### src/rtl/riscv_pkg.sv
// Shared fetch-side definitions: FSM state encoding and PC increment.
package riscv_pkg;

  typedef enum logic [1:0] {
    FETCH  = 2'd0,
    HALTED = 2'd1,
    FAULT  = 2'd2
  } fetch_state_e;

  localparam logic [31:0] PC_STEP = 32'd4;

  // Instruction fetch targets must be word aligned.
  function automatic logic pc_misaligned(input logic [31:0] pc);
    return pc[1:0] != 2'b00;
  endfunction

endpackage

### src/rtl/instr_fetch_unit.sv
// Instruction fetch stage: a single output slot fed from a combinational
// instruction memory, with redirect, halt and sticky misalignment fault.
module instr_fetch_unit
  import riscv_pkg::*;
#(
  parameter int          ADDR_SIZE = 8,
  parameter int          INST_SIZE = 32,
  parameter logic [31:0] RESET_PC  = 32'h0000_0000
) (
  input  logic                 clk,
  input  logic                 rst_n,
  output logic [ADDR_SIZE-1:0] imem_addr,
  input  logic [INST_SIZE-1:0] imem_instr,
  output logic                 if_valid,
  input  logic                 if_ready,
  output logic [INST_SIZE-1:0] if_instr,
  output logic [31:0]          if_pc,
  input  logic                 redirect_valid,
  input  logic [31:0]          redirect_pc,
  input  logic                 halt_req,
  output logic                 misalign_err,
  output logic [31:0]          fetch_count
);

  fetch_state_e         state, state_nxt;
  logic [31:0]          fetch_pc, fetch_pc_nxt;
  logic                 vld_nxt;
  logic [INST_SIZE-1:0] instr_nxt;
  logic [31:0]          pc_out_nxt;
  logic                 err_nxt;
  logic                 accept;

  // Word address is the byte PC with the byte offset dropped; upper bits
  // simply fall off, so the memory index wraps on its own.
  assign imem_addr = fetch_pc[ADDR_SIZE+1:2];
  assign accept    = if_valid && if_ready;

  // Next state and datapath: redirect beats halt beats capture.
  always_comb begin
    state_nxt    = state;
    fetch_pc_nxt = fetch_pc;
    vld_nxt      = if_valid && !if_ready;
    instr_nxt    = if_instr;
    pc_out_nxt   = if_pc;
    err_nxt      = misalign_err;
    unique case (state)
      FETCH: begin
        if (redirect_valid) begin
          // Flush the slot; the consumer may still take it this cycle.
          vld_nxt = 1'b0;
          if (pc_misaligned(redirect_pc)) begin
            state_nxt = FAULT;
            err_nxt   = 1'b1;
          end else begin
            fetch_pc_nxt = redirect_pc;
          end
        end else if (halt_req) begin
          state_nxt = HALTED;
        end else if (!if_valid || if_ready) begin
          vld_nxt      = 1'b1;
          instr_nxt    = imem_instr;
          pc_out_nxt   = fetch_pc;
          fetch_pc_nxt = fetch_pc + PC_STEP;
        end
      end
      HALTED: begin
        if (redirect_valid && pc_misaligned(redirect_pc)) begin
          vld_nxt   = 1'b0;
          state_nxt = FAULT;
          err_nxt   = 1'b1;
        end else begin
          if (redirect_valid) begin
            vld_nxt      = 1'b0;
            fetch_pc_nxt = redirect_pc;
          end
          if (!halt_req) state_nxt = FETCH;
        end
      end
      FAULT: begin
        vld_nxt = 1'b0;
      end
      default: begin
        state_nxt = FETCH;
      end
    endcase
  end

  // State, fetch PC, output slot and handshake counter.
  always_ff @(posedge clk or negedge rst_n) begin
    if (!rst_n) begin
      state        <= FETCH;
      fetch_pc     <= RESET_PC;
      if_valid     <= 1'b0;
      if_instr     <= '0;
      if_pc        <= '0;
      misalign_err <= 1'b0;
      fetch_count  <= '0;
    end else begin
      state        <= state_nxt;
      fetch_pc     <= fetch_pc_nxt;
      if_valid     <= vld_nxt;
      if_instr     <= instr_nxt;
      if_pc        <= pc_out_nxt;
      misalign_err <= err_nxt;
      if (accept) fetch_count <= fetch_count + 32'd1;
    end
  end

endmodule
### config.mk
export PLATFORM = sky130hd
export DESIGN_NAME = instr_fetch_unit
export DESIGN_NICKNAME = d
export VERILOG_FILES = /design/src/rtl/riscv_pkg.sv /design/src/rtl/instr_fetch_unit.sv
export SDC_FILE = /design/constraint.sdc
export NUM_CORES = 1
export LEC_CHECK = 0
export ABC_AREA = 1
export BUFFER_PORTS_ARGS = -buffer_cell sky130_fd_sc_hd__buf_2
export CAP_MARGIN = 20
export CORE_MARGIN = 5
export CORE_UTILIZATION = 50
export CTS_BUF_LIST = sky130_fd_sc_hd__clkbuf_8
export CTS_CLUSTER_SIZE = 28
export DETAILED_ROUTE_END_ITERATION = 8
export PLACE_DENSITY = 0.83
export SLEW_MARGIN = 20
export SYNTH_ARGS = -nofsm -noshare
export SYNTH_HDL_FRONTEND = slang
export SYNTH_SLANG_ARGS = --single-unit
### constraint.sdc
create_clock -name clk -period 1.4 [get_ports clk]
set_input_delay 0.42 -clock clk [delete_from_list [all_inputs] [get_ports clk]]
set_output_delay 0.42 -clock clk [all_outputs]
set_load 0.02 [all_outputs]
==> results of run 1 <==
[layer usage]
metal	overflow	track usage [%]
met5	0	11.46
met4	159	94.89
met3	3	61.23
met2	502	108.3
met1	2	79.94
[per-stage QoR]
step           instance area, sq um  setup slack (ns)  hold slack [ns]  TNS (ns)  utilization [%]
2_1_floorplan                  6919           -0.1364           0.1244   -0.5103                -
3_3_place_gp                   8509           -0.1842           0.3980    -10.61            63.50
3_5_place_dp                   8509           -0.2228           0.3956    -15.92            63.50
4_1_cts                       11350           -0.1769           0.1462    -8.952            84.70
[repair_timing]
item / in CTS
endpoints found under the setup margin: 184
setup buffers: 115
gates cloned: 10
pin swaps: 42
gates resized for setup: 385
hold buffers: 1
hold endpoints to repair: 132
[kinds of logic after synthesis]
group,after synthesis
XOR/XNOR,24
AND/OR/NAND/NOR,599
buffers and inverters,100
flip-flops,132
AO/OA/AOI/OAI,64
adder cells (fa/ha/maj),2
==> results.cfg, run 1 <==
[floorplanning]
pin_count = 175
rows = 42
start_util_pct = 51.42
die_x_microns = 127.4
dieHeight_microns = 127.4

[synthesis]
synth_common_cells = 372 x nand2_1, 132 x dfrtp_1, 117 x nor2_1
syn_area_per_cell_sq_um = 7.481
syn-num-nets = 992
synth-compound-area-share_pct = 4.794
syn_inst = 921
yosys-top-cells-area = dfrtp_1 48%, nand2_1 20%, nor2_1 6.4%, nand3_1 3.4%, inv_1 3.3%
yosys.area_share.adder_pct = 0.3632
synth_top_area_share_pct = 47.94
synth_top_family_by_area = simple AND/OR/NAND/NOR gates
synth_area_sq_um = 6890
yosysSeqAreaShare_pct = 47.94
synth_cell_type_count = 33
synth.area.mux_share_pct = 0
synth_top_flop_cell = dfrtp_1
yosysMostFrequentCell = nand2_1
synth_simple_gate_area_share_pct = 36.81
synth_largest_area_cell = dfrtp_1
ys_warn_count = 0
synth_xor_area_share_pct = 3.051
async_flop_share_pct = 100.0
synth_edf_count = 0
synth_seq_cells = 132

[clock_network]
clockRootBuffer = clkbuf_8
cts_inserted_buffers = 17
clock_sink_count = 132
clk_path_buf_depth = 2
h-tree-depth = 4

[status]
status = aborted with a tool error
stop_error = [ERROR GRT-0232] Routing congestion too high. Check the congestion heatmap in the GUI.
stop_stage = 5_1_grt

[placement]
port_buffers = 174
place_hpwl_microns = 14120
dp_cells = 1318
gp_congestion = 0.9318

[grt]
grt-ovfl-total = 666
grt_start_max_net_pins = 56
grtUsageTotal_pct = 84.24

[sta]
worstEndpointType = top-level output
crit_endpoint = fetch_count[0]
==> inputs of run 2 (changes only) <==
--- a/config.mk
+++ b/config.mk
@@ -9,11 +9,9 @@
 export BUFFER_PORTS_ARGS = -buffer_cell sky130_fd_sc_hd__buf_2
 export CAP_MARGIN = 20
 export CORE_MARGIN = 5
-export CORE_UTILIZATION = 50
-export CTS_BUF_LIST = sky130_fd_sc_hd__clkbuf_8
-export CTS_CLUSTER_SIZE = 28
+export CORE_UTILIZATION = 40
 export DETAILED_ROUTE_END_ITERATION = 8
-export PLACE_DENSITY = 0.83
+export PLACE_DENSITY_LB_ADDON = 0.15
 export SLEW_MARGIN = 20
 export SYNTH_ARGS = -nofsm -noshare
 export SYNTH_HDL_FRONTEND = slang
==> constraint.sdc (replaced) <==
create_clock -name clk -period 1.8 [get_ports clk]
set_input_delay 0.54 -clock clk [delete_from_list [all_inputs] [get_ports clk]]
set_output_delay 0.54 -clock clk [all_outputs]
set_load 0.02 [all_outputs]
==> results.cfg, run 2 <==
[status]
status = finished clean

[route]
routedWlPerCell_microns = 13.54
vias_per_cell = 4.647
vias = 6260
drt-total-wl_microns = 18250
drtIter0Drc = 448
dr.pass1.iters = 5
route.detailed.drc = 0
drtAntennaViolNets = 0

[synthesis]
synth_largest_area_cell = dfrtp_1
yosysSeqAreaShare_pct = 47.94
synth_edf_count = 0
synth.area.mux_share_pct = 0
synth_top_family_by_area = simple AND/OR/NAND/NOR gates
yosysMostFrequentCell = nand2_1
syn_inst = 921
ys_warn_count = 0
synth_xor_area_share_pct = 3.051
synth_simple_gate_area_share_pct = 36.81
async_flop_share_pct = 100.0
yosys.area_share.adder_pct = 0.3632
synth_seq_cells = 132
synth_top_flop_cell = dfrtp_1
synth_area_sq_um = 6890
yosys-top-cells-area = dfrtp_1 48%, nand2_1 20%, nor2_1 6.4%, nand3_1 3.4%, inv_1 3.3%
synth-compound-area-share_pct = 4.794
synth_cell_type_count = 33
synth_top_area_share_pct = 47.94
syn_area_per_cell_sq_um = 7.481
syn-num-nets = 992
synth_common_cells = 372 x nand2_1, 132 x dfrtp_1, 117 x nor2_1

[placement]
post_dp_cell_area_sq_um = 8094
port_buffers = 174
gp_congestion = 0.8913
place_hpwl_microns = 13970

[sta]
period_share_pct = 91.68
hold_viol_final = 0
rsz0062_at_grt = no
drv_slew = 0
tightest_slew_ns = 0.4209
skew_ns = 0.01007
setup-violations-final = 0
relSlewSlack_pct = 71.94
fmax_mhz = 606.0
holdWs_ns = 0.3204
fin_tns_setup_ns = 0
min_period_ns = 1.650

[layout]
finalNetCount = 1180
seq_area_sq_um = 3303
final_cell_mix = 372 x nand2_1, 173 x buf_2, 132 x dfrtp_1, 114 x nor2_1, 61 x inv_1
multi_input_comb_area_sq_um = 3109
mostFrequentLayoutCell = nand2_1
n_fill_cell = 1738
post-route-util_pct = 50.82
syn_to_final_growth_pct = 26.24
antennaDiodeCount = 0
drive_above_1_share_pct = 25.13
fin_area_sq_um = 8698

[grt]
grt_pass1_vias = 6057
grt_pass1_wl_microns = 30330
grt-ovfl-total = 0
grt_start_max_net_pins = 67
antenna_found_initial = 0
grtUsageTotal_pct = 19.04

[critical_path]
cp-start-kind = register
critPathCaptureType = output pin
cp_slowest_stage_delay_ns = 0.39
path_cells = buf_4 -> buf_2
cp_slowest_cell = dfrtp_1
path_max_fanout = 4
arrival_ns = 1.11
cp.required_ns = 1.26
critPathBufInv = 2
reg2reg_setup_slack_ns = 0.15
crit_type = reg2out
cpLargestDelayFamily = flip-flops

[pwr]
p_sw_mw = 5.235
p_comb_share_pct = 36.0
power_density_nw_per_um2 = 1494
ir_worst_vdd_uv = 692.2
power_mw = 12.99
internal_power_mw = 7.756
p_leak_nw = 4.478
sequentialPowerShare_pct = 37.8
p_clk_share_pct = 26.2
swShare_pct = 40.30

[clock_network]
clk_path_buf_depth = 2
clkTransAtPathRegs_ns = 0.06
clkLatencyLatePin_ns = 0.42
cts_tree = done
cts_inserted_buffers = 17
clock_sink_count = 132
clockRootBuffer = clkbuf_16
h-tree-depth = 4
postCtsSetupBuffers = 0

[floorplanning]
dieHeight_microns = 141.2
rows = 48
pin_count = 175
core_area_sq_um = 17120
die_x_microns = 141.2
die_area_sq_um = 19950
start_util_pct = 40.26

[min_path]
min_path_type = in2reg

[flow_run]
maxCapViolCount = 0
==> run 2: final cells by class <==
class | instances | share of cell area [%]
Timing Repair Buffer | 201 | 13.31
Clock buffer | 19 | 5.207
Clock inverter | 13 | 1.539
Inverter | 68 | 2.992
Tap cell | 225 | 3.236
Multi-Input combinational cell | 689 | 35.75
Sequential cell | 132 | 37.97
==> run 2: layer usage <==
metal	share of wire [%]	up-vias	GRT usage, %
li1	-	3229	-
met2	48	161	31.08
met3	5.1	20	4.444
met5	0	-	0
met1	46	2850	25.66
met4	1.3	0	4.742
==> run 2: cells by family (layout without fill, tap and decap cells) <==
| group | count (synthesis) | count (layout) |
|---|---|---|
| AND/OR/NAND/NOR | 599 | 599 |
| flip-flops | 132 | 132 |
| buffers and inverters | 100 | 301 |
| AO/OA/AOI/OAI | 64 | 64 |
| XOR/XNOR | 24 | 24 |
| adder cells (fa/ha/maj) | 2 | 2 |
==> run 2: power groups by stage <==
stage          Sequential [mW]  Combinational (mW)  Clock (mW)
2_1_floorplan             5.77                2.19           0
3_3_place_gp              4.93                4.68           0
3_5_place_dp              4.95                4.74           0
4_1_cts                   4.90                4.75        3.51
5_1_grt                   5.08                5.23        3.64
6_report                  4.91                4.68        3.41
==> run 2: tightest hold or removal path, stage by stage <==
cell and delay [ns]:
buf_2 0.07, nand2_1 0.04, nand2_1 0.05
==> run 2: worst paths after layout <==
kind	startpoint	to	cells after the start
setup / recovery	fetch_pc[2]	imem_addr[0]	2
hold / removal	imem_instr[14]	if_instr[14]	3
setup reg to reg	fetch_count[0]	fetch_count[26]	10
hold reg to reg	if_pc[13]	if_pc[13]	2
max in group asynchronous	rst_n	fetch_pc[25]	3
min in group asynchronous	rst_n	fetch_count[11]	2
==> run 2: repair_timing <==
item / in CTS / in global routing
hold endpoints to repair: 23 / 0
endpoints found under the setup margin: 0 / 3
resized for setup: 0 / 3
hold buffers: 1 / 0
==> run 2: metrics by stage <==
step	worst slack (ns)	std cells
final	0.1498	1347
after global routing	0.01053	1347
after CTS	0.09398	1347
after detailed placement	0.08894	1314
after global placement	0.1059	1314
after floorplan	0.1595	921
No activity file was read; power rests on OpenSTA's default activity.
